File: config.mk
export PLATFORM = sky130hd
export DESIGN_NAME = rr_mux4bit_arb
export DESIGN_NICKNAME = d
export VERILOG_FILES = /design/src/rtl/rr_mux4bit_arb.sv
export SDC_FILE = /design/constraint.sdc
export NUM_CORES = 1
export LEC_CHECK = 0
export CORE_ASPECT_RATIO = 1.4
export CORE_MARGIN = 4
export CORE_UTILIZATION = 37
export CTS_CLUSTER_SIZE = 30
export DETAILED_ROUTE_END_ITERATION = 8
export PLACE_DENSITY = 0.76
export SKIP_CTS_REPAIR_TIMING = 1
export SYNTH_ARGS = -nofsm -noshare
export SYNTH_HDL_FRONTEND = slang
export SYNTH_SLANG_ARGS = --single-unit
File: constraint.sdc
create_clock -name clk -period 1.5 [get_ports clk]
set_clock_uncertainty 0.2 [all_clocks]
set_input_delay 0.15 -clock clk [delete_from_list [all_inputs] [get_ports clk]]
set_output_delay 0.15 -clock clk [all_outputs]
set_load 0.005 [all_outputs]
File: src/rtl/rr_mux4bit_arb.sv
// Round-robin arbiter feeding a one-entry output register.
// Two producer channels (A, B) compete for the register. The register holds
// the winning word together with its source. The source drives the
// downstream 2:1 mux select, so data and select always change together.
module rr_mux4bit_arb #(
    parameter int WIDTH = 4,
    parameter int CNT_W = 8
) (
    input  logic             clk,
    input  logic             rst,
    input  logic             a_valid,
    input  logic [WIDTH-1:0] a_data,
    output logic             a_ready,
    input  logic             b_valid,
    input  logic [WIDTH-1:0] b_data,
    output logic             b_ready,
    output logic             o_valid,
    output logic [WIDTH-1:0] o_data,
    input  logic             o_ready,
    output logic             sel,
    output logic             last_grant,
    output logic [CNT_W-1:0] xfer_count
);

    localparam logic SRC_A = 1'b0;
    localparam logic SRC_B = 1'b1;

    logic             o_valid_q, o_valid_d;
    logic [WIDTH-1:0] o_data_q, o_data_d;
    logic             sel_q, sel_d;
    logic             last_grant_q, last_grant_d;
    logic [CNT_W-1:0] xfer_count_q, xfer_count_d;

    logic             load_en;
    logic             grant_vld;
    logic             grant_src;
    logic             accept;

    // The register can take a new word when it is empty, or when its
    // current word leaves in this same cycle.
    assign load_en = !o_valid_q || o_ready;

    // Pick a source. On a tie, the source that was not granted last wins.
    always_comb begin
        grant_vld = 1'b0;
        grant_src = SRC_A;
        if (a_valid && b_valid) begin
            grant_vld = 1'b1;
            grant_src = ~last_grant_q;
        end else if (a_valid) begin
            grant_vld = 1'b1;
            grant_src = SRC_A;
        end else if (b_valid) begin
            grant_vld = 1'b1;
            grant_src = SRC_B;
        end
    end

    // The readys are forced low while reset is asserted. Otherwise an
    // empty register would appear ready during reset.
    assign accept  = !rst && load_en && grant_vld;
    assign a_ready = accept && (grant_src == SRC_A);
    assign b_ready = accept && (grant_src == SRC_B);

    // Next-state: load on accept, empty on drain, otherwise hold.
    // The pointer and the counter move only on an actual accept.
    always_comb begin
        o_valid_d    = o_valid_q;
        o_data_d     = o_data_q;
        sel_d        = sel_q;
        last_grant_d = last_grant_q;
        xfer_count_d = xfer_count_q;
        if (accept) begin
            o_valid_d    = 1'b1;
            o_data_d     = grant_src ? b_data : a_data;
            sel_d        = grant_src;
            last_grant_d = grant_src;
            xfer_count_d = xfer_count_q + CNT_W'(1);
        end else if (o_valid_q && o_ready) begin
            o_valid_d = 1'b0;
        end
    end

    // All state sits in async-reset flops, so a reset drops the held word
    // at once. The pointer resets to B, which lets A win the first tie.
    always_ff @(posedge clk or posedge rst) begin
        if (rst) begin
            o_valid_q    <= 1'b0;
            o_data_q     <= '0;
            sel_q        <= SRC_A;
            last_grant_q <= SRC_B;
            xfer_count_q <= '0;
        end else begin
            o_valid_q    <= o_valid_d;
            o_data_q     <= o_data_d;
            sel_q        <= sel_d;
            last_grant_q <= last_grant_d;
            xfer_count_q <= xfer_count_d;
        end
    end

    assign o_valid    = o_valid_q;
    assign o_data     = o_data_q;
    assign sel        = sel_q;
    assign last_grant = last_grant_q;
    assign xfer_count = xfer_count_q;

endmodule

# [Word level (Yosys, flattened, before mapping)]
# Cells that the tools add are included.
[word_totals] output_inout_bits=17 ff_bits=15 word_cells=26
[classes] reduce_logical=10 n_bitwise=2 add_sub_neg=1 mux=8
[op_table] operator="adder 8 x 1 -> 8 bit, second input constant" count=1
[op_table] operator="2-to-1 mux 1 bit" count=7
[op_table] operator="logical AND 1 bit" count=6
[op_table] operator="2-to-1 mux 4 bit" count=1
[op_table] operator="zero test 1 bit" count=2
[op_table] operator="inverter 1 bit" count=2
[op_table] operator="nonzero test 2 bit" count=1
[op_table] operator="logical OR 1 bit" count=1

# [Logic depth before layout (Yosys ltp)]
[logic_depth] word_depth=5 ltp_mapped=4

# [Worst setup path after synthesis]
# No wires, ideal clock.
[synth_timing] path_kind="reg-to-reg" startpoint="register last_grant_q (netlist: last_grant)" endpoint="register o_data_q[0] (netlist: o_data[0])" stages_incl_launch_ff=4 slack_ns=-0.012 synth_period_minus_slack_ns=1.512 setup_ns=0.125 t_arrival_ns=1.188 path_cell_list="dfstp_2 > a21boi_2 > mux2_2 > mux2_2"
[synth_between] elab_chain_cells=3
[synth_rtl] item="start: declaration" line_no="31" text="logic last_grant_q, last_grant_d;"
[synth_rtl] item="start signal: assignment" line_no="97" text="last_grant_q <= last_grant_d;"
[synth_rtl] item="inverter 1 bit" line_no="49" text="grant_src = ~last_grant_q;"
[synth_rtl] item="2-to-1 mux 1 bit" line_no="47" text="if (a_valid && b_valid) begin"
[synth_rtl] item="2-to-1 mux 4 bit" line_no="75" text="o_data_d = grant_src ? b_data : a_data;"
[synth_rtl] item="end signal: assignment" line_no="95" text="o_data_q <= o_data_d;"
[synth_rtl] item="end: declaration" line_no="29" text="logic [WIDTH-1:0] o_data_q, o_data_d;"
# Every way passes these cells.
# A chain may end at the register's enable or synchronous reset.

# [Final worst setup path]
[layout_timing] startpoint="register last_grant_q (netlist: last_grant)" endpoint="register o_data_q[2] (netlist: o_data[2])"
# The elaborated chain is that of the path after synthesis.

==> results.txt <==
status -> finished, violations left
failing checks -> negative setup slack
RSZ-0062 raised after global routing -> true
Syn. warnings -> 0
fin crit share -> 106%
DRT Wirelength -> 1.66 mm
syn nets -> 69
CP cell instances -> a21boi_4 > buf_6 > mux2_2 > mux2_4
Final Critical Period -> 1.59 ns
share of cells above drive strength 1 -> 41.0%
share of the synthesized area in the top cell type -> 47.1%
Worst Hold Class -> in2async
clock-pin slew on the worst setup and hold paths -> 0.09 ns
vias post-DR -> 607
CP max stage delay -> 0.57 ns
vias in the first global route -> 649
Final setup viols -> 6
Iteration-0 DRC Markers -> 3
Die Ht -> 61.0 um
final-layout fill cell count -> 146
clock root cell -> clkbuf_4
Max Fclk -> 629 MHz
critical path's slowest cell -> dfstp_2
WP data required -> 1.46 ns
Pwr Density -> 1280 mW/mm^2
die area -> 0.00280 sq mm
Post-Syn Area -> 743 sq um
Slew Limit Fails -> 0
worst setup path class -> reg2reg
LEAKAGE -> 0.741 nW
# clock sinks -> 15
CTS buffer count -> 3
row cnt -> 18
Clock Latency Late Sink -> 0.27 ns
initial antenna violation count -> 0
final worst setup slack -> -0.0907 ns
Synth area leader -> dfrtp_1
top post-synthesis cells by area -> dfrtp_1 (47%), mux2_2 (14%), xor2_1 (7.1%)
largest net degree at the start of global routing -> 16
grt ovf -> 0
core area -> 0.00185 sq mm
fin cells -> 125
R2R Setup Slk -> -0.09 ns
CP Launch Type -> register
die width -> 45.9 um
Seq. cell area -> 378 sq um
pre-CTS setup slack -> -0.509 ns
RePlAce Congestion -> 0.694
Crit. End Element -> register
# IOs -> 30
Residual DRC -> 0
fin util -> 70.8%
Cell variety after synth -> 24
Synth Area per Inst -> 13.5 sq um
number of nets in the layout -> 120
Layout area overhead -> 75.9%
Max IR drop VDD -> 909 uV
final hold violation count -> 0
DP Wirelength -> 1.21 mm
crit path DAT -> 1.55 ns
# diodes -> 0
Synth Register Bits -> 15
GRT Total Usage -> 12.6%
IO buf count -> 29
DR vias/cell -> 4.86
Pre-antenna DRT Iters -> 2
first-pass GRT wire length -> 2.62 mm
Mapped Cells -> 55
sequential area share after synthesis -> 50.7%
remaining antenna violation count -> 0
hold slack -> 0.0290 ns
Initial Util -> 40.2%
Max Root-Sink Buffers -> 2
DP Cell Count -> 110
CTS tree -> built
H-tree Lvls -> 1
Slew @ Worst Pin -> 0.228 ns
footprint of the multi-input gates -> 402 sq um
commonest non-fill, non-tap cell in the layout -> dlymetal6s2s_1
Max transition margin -> 84.7%
DR WL/cell -> 13.3 um
crit-path max FO -> 5
number of max-cap violations -> 0
most frequent cells in the layout -> dlymetal6s2s_1 (17), buf_4 (15), dfrtp_1 (13), clkdlybuf4s50_1 (10), mux2_2 (7)
[per-stage QoR]
step / power (mW) / TNS [ns] / cell area (sq um)
5_1_grt: 1.80 / -0.848 / 1310
2_1_floorplan: 0.894 / 0 / 751
6_report: 1.67 / -0.477 / 1310
3_5_place_dp: 1.27 / -4.90 / 1110
3_3_place_gp: 1.25 / -4.47 / 1110
4_1_cts: 1.50 / -2.61 / 1140
[cell families (layout without fill, tap and decap cells)]
family	Yosys count	in the layout	synth area share [%]
muxes	9	9	13.6
adders and majority gates	1	1	1.68
xor gates and xnor gates	7	7	8.25
AOI/OAI and AO/OA	4	4	6.06
buffers and inverters	2	52	1.52
DFF	15	15	50.7
and+or+nand+nor	17	17	18.2
[registers in the layout, indices dropped and copies added, names as in the netlist]
| name | cells |
|---|---|
| o_valid | 1 |
| last_grant | 1 |
| sel | 1 |
| o_data | 4 |
| xfer_count | 8 |
[routing by layer]
| layer | GRT usage, % | up-vias | wire (um) |
|---|---|---|---|
| li1 | - | 294 | - |
| met1 | 12.1 | 290 | 661 |
| met2 | 24.0 | 21 | 862 |
| met5 | 0 | - | 0 |
| met4 | 2.44 | 0 | 11 |
| met3 | 5.85 | 2 | 128 |
[cell usage after synthesis (all sizes together)]
library cell   n
a21boi         1
a21o           2
buf            1
dfrtp         14
dfstp          1
ha             1
inv            1
mux2           9
nand2          2
nand2b         1
nand3          2
nand4          1
nor2           2
nor2b          1
nor3           1
nor3b          2
nor4           3
nor4b          1
o21bai         1
or2            1
xnor2          1
xor2           6
[worst paths after layout]
| path | from | end | cells past startpoint |
|---|---|---|---|
| setup / recovery | last_grant | o_data[2] | 4 |
| max in group asynchronous | rst | last_grant | 3 |
| hold reg to reg | sel | sel | 1 |
| hold / removal | rst | sel | 3 |
| setup reg to reg | last_grant | o_data[2] | 4 |
| min in group clk | b_valid | o_valid | 4 |
[where the power goes]
group | switching, mW | leakage [nW] | internal [mW]
sequential | 0.0866 | 0.177 | 0.538
combinational | 0.297 | 0.549 | 0.525
clock | 0.120 | 0.0150 | 0.103
total | 0.503 | 0.741 | 1.17
[cell type report]
| class | instances | area share (%) |
|---|---|---|
| clock buffer | 4 | 2.01 |
| inverter | 1 | 0.287 |
| multi-input combinational | 38 | 30.7 |
| sequential | 15 | 28.9 |
| tap | 20 | 1.91 |
| timing repair buffer | 47 | 36.2 |
[critical path: cells and delay by family, from the launching register on]
family	cells	cell delay, ns
AO/OA/AOI/OAI	1	0.06
buffers and inverters	1	0.14
flip-flops	1	0.57
multiplexers	2	0.51
(Power assumes the default switching activity.)
